--- config.mk ---
export PLATFORM = sky130hd
export DESIGN_NAME = mem_arbiter
export DESIGN_NICKNAME = d
export VERILOG_FILES = /design/src/rtl/mem_arb_pkg.sv /design/src/rtl/rr_arb2.sv /design/src/rtl/mem_arbiter.sv
export SDC_FILE = /design/constraint.sdc
export NUM_CORES = 1
export LEC_CHECK = 0
export ABC_AREA = 1
export BUFFER_PORTS_ARGS = -buffer_cell sky130_fd_sc_hd__buf_2
export CORE_UTILIZATION = 30
export CTS_CLUSTER_SIZE = 40
export DETAILED_ROUTE_END_ITERATION = 10
export GPL_TIMING_DRIVEN = 0
export HOLD_SLACK_MARGIN = 0.06
export PLACE_DENSITY = 0.77
export RECOVER_POWER = 50
export SLEW_MARGIN = 10
export SYNTH_ARGS = -nofsm -noshare
export SYNTH_HDL_FRONTEND = slang
export SYNTH_SLANG_ARGS = --single-unit
--- constraint.sdc ---
create_clock -name clk -period 0.9 [get_ports clk]
set_input_delay 0.135 -clock clk [delete_from_list [all_inputs] [get_ports clk]]
set_output_delay 0.135 -clock clk [all_outputs]
set_load 0.1 [all_outputs]
--- src/rtl/mem_arb_pkg.sv ---
// Shared types and constants for the two-port memory arbiter.
package mem_arb_pkg;

    typedef enum logic {
        PORT_M0 = 1'b0,
        PORT_M1 = 1'b1
    } port_e;

    localparam int DW_DEF       = 8;
    localparam int AW_DEF       = 8;
    localparam int LOCK_MAX_DEF = 16;

    // Width of a counter that must hold values 0..lock_max inclusive.
    function automatic int lock_cnt_w(input int lock_max);
        return $clog2(lock_max + 1);
    endfunction

endpackage

--- src/rtl/rr_arb2.sv ---
// Two-input round-robin grant: combinational grant plus the last-grant register.
module rr_arb2 (
    input  logic       clk,
    input  logic       sync_nreset,
    input  logic [1:0] req,
    output logic [1:0] gnt
);
    import mem_arb_pkg::*;

    port_e      last_grant_d;
    port_e      last_grant_q;
    logic [1:0] gnt_s;

    // On a tie the port that did not win last time is granted.
    always_comb begin
        gnt_s = 2'b00;
        case (req)
            2'b01:   gnt_s = 2'b01;
            2'b10:   gnt_s = 2'b10;
            2'b11:   gnt_s = (last_grant_q == PORT_M1) ? 2'b01 : 2'b10;
            default: gnt_s = 2'b00;
        endcase
    end

    // Remember the winner of any granted cycle.
    always_comb begin
        if (gnt_s[0]) begin
            last_grant_d = PORT_M0;
        end else if (gnt_s[1]) begin
            last_grant_d = PORT_M1;
        end else begin
            last_grant_d = last_grant_q;
        end
    end

    // Reset to port 1 so port 0 takes the first tie.
    always_ff @(posedge clk) begin
        if (!sync_nreset) begin
            last_grant_q <= PORT_M1;
        end else begin
            last_grant_q <= last_grant_d;
        end
    end

    assign gnt = gnt_s;

endmodule

--- src/rtl/mem_arbiter.sv ---
// Two-port round-robin arbiter for a single registered-read memory port.
// Optional bus locking is enabled by defining MEM_ARB_LOCK_EN.
module mem_arbiter #(
    parameter int DW       = mem_arb_pkg::DW_DEF,
    parameter int AW       = mem_arb_pkg::AW_DEF,
    parameter int LOCK_MAX = mem_arb_pkg::LOCK_MAX_DEF
) (
    input  logic          clk,
    input  logic          sync_nreset,
    input  logic          m0_req,
    input  logic          m0_we,
    input  logic [AW-1:0] m0_addr,
    input  logic [DW-1:0] m0_wdata,
    output logic          m0_gnt,
    output logic          m0_rvalid,
    output logic [DW-1:0] m0_rdata,
    input  logic          m1_req,
    input  logic          m1_we,
    input  logic [AW-1:0] m1_addr,
    input  logic [DW-1:0] m1_wdata,
    output logic          m1_gnt,
    output logic          m1_rvalid,
    output logic [DW-1:0] m1_rdata,
`ifdef MEM_ARB_LOCK_EN
    input  logic          m0_lock,
    input  logic          m1_lock,
`endif
    output logic [AW-1:0] mem_addr_out,
    output logic [DW-1:0] mem_data_out,
    output logic          mem_write,
    input  logic [DW-1:0] mem_data_in
);
    import mem_arb_pkg::*;

    localparam int            CW       = lock_cnt_w(LOCK_MAX);
    localparam logic [CW-1:0] LOCK_LIM = CW'(LOCK_MAX);
    localparam logic [CW-1:0] CNT_ONE  = {{(CW-1){1'b0}}, 1'b1};

    logic [1:0]    lock_s;
    logic [1:0]    mask_s;
    logic [1:0]    req_s;
    logic [1:0]    gnt_s;
    logic          owned_s;
    logic [AW-1:0] addr_s;
    logic [DW-1:0] wdata_s;
    logic          write_s;

    logic          rd_pend_d,  rd_pend_q;
    port_e         rd_owner_d, rd_owner_q;
    logic          own_vld_d,  own_vld_q;
    port_e         own_d,      own_q;
    logic [CW-1:0] lock_cnt_d, lock_cnt_q;

`ifdef MEM_ARB_LOCK_EN
    assign lock_s = {m1_lock, m0_lock};
`else
    assign lock_s = 2'b00;
`endif

    // Ownership holds while the owner keeps lock and has not used up LOCK_MAX cycles.
    assign owned_s = own_vld_q & lock_s[own_q] & (lock_cnt_q != LOCK_LIM);

    always_comb begin
        if (owned_s) begin
            mask_s = (own_q == PORT_M0) ? 2'b10 : 2'b01;
        end else begin
            mask_s = 2'b00;
        end
    end

    assign req_s = {m1_req & ~mask_s[1], m0_req & ~mask_s[0]} & {2{sync_nreset}};

    rr_arb2 u_rr_arb2 (
        .clk         (clk),
        .sync_nreset (sync_nreset),
        .req         (req_s),
        .gnt         (gnt_s)
    );

    // Steer the granted port onto the memory pins; idle paths drive zero.
    always_comb begin
        addr_s  = {AW{1'b0}};
        wdata_s = {DW{1'b0}};
        write_s = 1'b0;
        if (gnt_s[0]) begin
            addr_s  = m0_addr;
            write_s = m0_we;
            wdata_s = m0_we ? m0_wdata : {DW{1'b0}};
        end else if (gnt_s[1]) begin
            addr_s  = m1_addr;
            write_s = m1_we;
            wdata_s = m1_we ? m1_wdata : {DW{1'b0}};
        end else begin
            addr_s  = {AW{1'b0}};
            wdata_s = {DW{1'b0}};
            write_s = 1'b0;
        end
    end

    // A granted read returns data on the following cycle to its owner.
    always_comb begin
        rd_pend_d  = (gnt_s[0] & ~m0_we) | (gnt_s[1] & ~m1_we);
        rd_owner_d = gnt_s[1] ? PORT_M1 : PORT_M0;
    end

    // Lock ownership and the consecutive-owned-cycle counter.
    always_comb begin
        own_vld_d  = 1'b0;
        own_d      = own_q;
        lock_cnt_d = {CW{1'b0}};
        if (owned_s) begin
            own_vld_d  = 1'b1;
            lock_cnt_d = lock_cnt_q + CNT_ONE;
        end else if (gnt_s[0] & lock_s[0]) begin
            own_vld_d = 1'b1;
            own_d     = PORT_M0;
        end else if (gnt_s[1] & lock_s[1]) begin
            own_vld_d = 1'b1;
            own_d     = PORT_M1;
        end else begin
            own_vld_d = 1'b0;
        end
    end

    // State registers.
    always_ff @(posedge clk) begin
        if (!sync_nreset) begin
            rd_pend_q  <= 1'b0;
            rd_owner_q <= PORT_M0;
            own_vld_q  <= 1'b0;
            own_q      <= PORT_M0;
            lock_cnt_q <= {CW{1'b0}};
        end else begin
            rd_pend_q  <= rd_pend_d;
            rd_owner_q <= rd_owner_d;
            own_vld_q  <= own_vld_d;
            own_q      <= own_d;
            lock_cnt_q <= lock_cnt_d;
        end
    end

    assign m0_gnt       = gnt_s[0];
    assign m1_gnt       = gnt_s[1];
    assign mem_addr_out = addr_s;
    assign mem_data_out = wdata_s;
    assign mem_write    = write_s;

    assign m0_rvalid = rd_pend_q & (rd_owner_q == PORT_M0);
    assign m1_rvalid = rd_pend_q & (rd_owner_q == PORT_M1);
    assign m0_rdata  = m0_rvalid ? mem_data_in : {DW{1'b0}};
    assign m1_rdata  = m1_rvalid ? mem_data_in : {DW{1'b0}};

endmodule

==> results of run 1 <==
-- logic make-up after synthesis --
kind of cell           after synthesis  synth area share, %
AO/OA/AOI/OAI                        4                3.220
flip-flops                           3                8.587
buffers and inverters               37                27.73
AND/OR/NAND/NOR                     92                60.47
-- cells in the mapped netlist (all sizes together) --
library cell	number	area, um^2
inv	29	108.9
nor2	17	63.81
buf	6	67.56
nand3b	1	7.510
a21oi	3	15.01
nand3	35	190.2
dfxtp	3	60.06
nand2	39	161.4
o211ai	1	7.510
clkinv	2	17.52
-- per-stage QoR --
stage / setup TNS (ns) / hold slack (ns) / worst slack (ns)
3_5_place_dp: -18.59 / 0.4037 / -0.6505
2_1_floorplan: -20.14 / 0.2309 / -1.125
3_3_place_gp: -17.41 / 0.3887 / -0.6350
==> run metrics, run 1 <==
maximum level of the CTS H-tree=1; Mapped Avg Cell Area=5.143 um^2; Post-DP Area=0.001800 mm^2; Resized cells post-CTS=152; GP Congestion=0.7769; Post-CTS Setup Bufs=7; worst-case clock buffer depth=2; Ports=83; cell area after synthesis=699.4 um^2; Gate Count Post-Synth=136; Failed at=clock tree synthesis; initial core utilization=31.62%; status=did not finish; Run Error=[ERROR DPL-0038] Utilization greater than 100%, impossible to legalize; die width=50.29 um; post-DP HPWL=2.412 mm; FP Rows=17; CTS root buf=clkbuf_4; sequential area share after synthesis=8.587%; syn nets=182; Yosys reg bits=3; Cell variety after synth=17; # hold bufs at CTS=0; clk sinks=3; port bufs=80; TritonCTS Buffers=3; Cells after DPL=244; number of warnings issued by yosys=0; die height=50.29 um
==> run 2: changes to the inputs <==
--- a/config.mk
+++ b/config.mk
@@ -7,12 +7,11 @@
 export LEC_CHECK = 0
 export ABC_AREA = 1
 export BUFFER_PORTS_ARGS = -buffer_cell sky130_fd_sc_hd__buf_2
-export CORE_UTILIZATION = 30
-export CTS_CLUSTER_SIZE = 40
+export CORE_AREA = 2 2 63 65
 export DETAILED_ROUTE_END_ITERATION = 10
+export DIE_AREA = 0 0 65 67
 export GPL_TIMING_DRIVEN = 0
-export HOLD_SLACK_MARGIN = 0.06
-export PLACE_DENSITY = 0.77
+export PLACE_DENSITY_LB_ADDON = 0.15
 export RECOVER_POWER = 50
 export SLEW_MARGIN = 10
 export SYNTH_ARGS = -nofsm -noshare
==> constraint.sdc (replaced) <==
create_clock -name clk -period 1.2 [get_ports clk]
set_input_delay 0.18 -clock clk [delete_from_list [all_inputs] [get_ports clk]]
set_output_delay 0.18 -clock clk [all_outputs]
set_load 0.1 [all_outputs]
==> run 2 against run 1 <==
Compared with the run above: the flow now finishes, with violations (setup timing); area after synthesis stayed put; synthesized cell count stayed put.
==> run metrics, run 2 <==
fillers=269; port bufs=80 (unchanged); Nets=277; WL final=3.952 mm; post-route ant nets=0; setup violators final=36; worst stage delay on the critical path=0.32 ns; Net Sw Frac=51.63%; All-Layer GR Usage=16.93%; Tcrit/Tclk final=122.6%; Hold Path Class=in2reg; Switch Pwr=811.7 uW; cell area after synthesis=699.4 um^2 (unchanged); final count of hold timing violations=0; violated checks=setup timing; die footprint=0.004355 mm^2; min cycle time layout=1.472 ns; die height=67 um (+33%); cell area after layout=0.002477 mm^2; Post-synth EDFFs=0 (unchanged); DRT iter0 DRCs=20; Max-slew headroom=82.84%; Syn-to-layout area delta=254.2%; final setup TNS=-6.754 ns; Setup CP Type=reg2out; commonest non-fill, non-tap cell in the layout=buf_12; vias in the first global route=1161; Cell variety after synth=17 (unchanged); Clock power frac=19.0%; TritonCTS Buffers=3 (unchanged); Register Area=66.31 um^2; Max Clk Rate=679.5 MHz; Yosys top cell by area=nand3_1; clock slew at reported path FFs=0.03 ns; Max Cap Viol=0; crit path DAT=1.29 ns; drt first pass iters=2; DRC Markers=0; top flop regs=rd_owner_q x1, rd_pend_q x1, u_rr_arb2.last_grant_q x1; Cells after DPL=264 (+8.2%); antenna violations before repair=0; initial core utilization=19.40% (-12 points); most frequent cells in the layout=buf_12 (44), buf_2 (43), inv_1 (26); Post-DP Area=0.001401 mm^2 (-22%); FP Rows=22 (+5); multi-input logic area=0.001001 mm^2; ant diodes=0; Ports=83 (unchanged); sequential area share after synthesis=8.587% (unchanged); Synth top cells by count=nand2_1 (35), nand3_1 (32), inv_1 (28); vias per cell=4.414; Pwr Density=634.6 mW/mm^2; vias post-DR=1227; Core Area=0.003606 mm^2; Mapped Avg Cell Area=5.143 um^2 (unchanged); Slowest cell on crit path=dfxtp_2; status=finished, violations left; pin count of the biggest net entering global routing=11; TritonCTS clock tree=done; final setup skew=0.00006305 ns; clk sinks=3 (unchanged); fin. max-slew vios=0; die width=65 um (+29%); Gate Count Post-Synth=136 (unchanged); most numerous cell in the Yosys netlist=nand2_1; Finished Layout Cells=278; Critical Path Start Type=flop; worst-margin pin slew=0.2572 ns; top-area cell type share of the netlist area=22.90% (unchanged); Setup WS post-layout=-0.2717 ns; number of warnings issued by yosys=0 (unchanged); post-DP HPWL=2.205 mm (-8.6%); critical path data required time=1.02 ns; Synth Flop Type=dfxtp_1; cell chain of the critical path=inv_2, nor2_4, clkinvlp_4, buf_12, nor2_4, buf_12; global route overflow=0; Comb pwr share=73.3%; Leakage Power=1.134 nW; Final Total Pwr=1.572 mW; GP Congestion=0.7959 (+2.4%); peak supply drop=0.5062 mV; crit end category=primary output; CTS root buf=clkbuf_8; asr flop ratio synth=0% (unchanged); worst-path maximum fanout=8; Internal=760.6 uW; Yosys reg bits=3 (unchanged); top cells by area, synth=nand3_1 (23%), nand2_1 (19%), inv_1 (15%), nor2_1 (9.1%), dfxtp_1 (8.6%); utilization after layout=68.70%; WL per Instance=14.22 um; RSZ-0062 raised after global routing=yes; clock latency on the worst-skew pair=0.22 ns; share of layout cells above drive strength 1=76.09%; maximum level of the CTS H-tree=1 (unchanged); first-pass GRT wire length=5.651 mm; sequential share of power=7.7%; worst-case clock buffer depth=2 (unchanged); syn nets=182 (unchanged)
==> run 2: cell counts after synthesis <==
Identical to the previous run, type by type.
==> run 2: layout make-up <==
class,instances,area share [%]
plain buffers,5,2.828
inverters,31,5.556
clock buffers,4,1.818
repair buffers,90,44.29
multi-input cells,97,40.40
well taps,48,2.424
flip-flops and latches,3,2.677
==> run 2: kinds of logic after synthesis <==
| kind of cell | after synthesis | share of synthesized area, % |
|---|---|---|
| DFF | 3 | 8.587 |
| buffers and inverters | 37 | 27.73 |
| and+or+nand+nor | 92 | 60.47 |
| AOI/OAI and AO/OA | 4 | 3.220 |
==> run 2: metrics by stage <==
stage | setup WS, ns | hold slack (ns)
2_1_floorplan | -0.8788 | 0.2759
3_3_place_gp | -0.3176 | 0.4237
3_5_place_dp | -0.3183 | 0.4266
4_1_cts | -0.2769 | 0.2018
5_1_grt | -0.3109 | 0.2034
6_report | -0.2717 | 0.2026
==> run 2: repair_timing <==
| item | 4_1_cts | 5_1_grt |
|---|---|---|
| gates resized for setup | 174 | 50 |
| gates cloned | 2 | 0 |
| pin swaps | 4 | 13 |
| buffers inserted | 6 | 4 |
| endpoints found under the setup margin | 37 | 36 |
| hold buffers | 0 | 0 |
==> run 2: critical path: cells and delay by family (launching register included) <==
| family | cells | cell delay (ns) |
|---|---|---|
| buffers and inverters | 4 | 0.49 |
| flip-flops | 1 | 0.32 |
| AND/OR/NAND/NOR | 2 | 0.26 |
==> run 2: worst paths after layout <==
check / start / end / slack (ns) / cells past startpoint
worst max-delay path: rd_pend_q / m0_rdata[6] / -0.27 / 6
worst min-delay path: sync_nreset / u_rr_arb2.last_grant_q / 0.20 / 2
worst max register to register: u_rr_arb2.last_grant_q / u_rr_arb2.last_grant_q / 0.22 / 5
worst min register to register: u_rr_arb2.last_grant_q / rd_owner_q / 0.62 / 2
==> run 2: power groups by stage <==
stage,clock network (mW),registers (mW),logic [mW]
2_1_floorplan,0,0.115,0.619
3_3_place_gp,0,0.116,0.772
3_5_place_dp,0,0.116,0.772
4_1_cts,0.303,0.119,1.06
5_1_grt,0.316,0.121,1.20
6_report,0.299,0.120,1.15
==> run 2: metal layers <==
layer | GRT usage, % | wire, um | vias to the layer above
met5 | 0 | 0 | -
met4 | 3.989 | 89 | 0
met3 | 1.858 | 191 | 8
met2 | 33.51 | 2326 | 45
met1 | 19.08 | 1344 | 567
li1 | - | - | 607
Power figures use the tool's default switching activity.
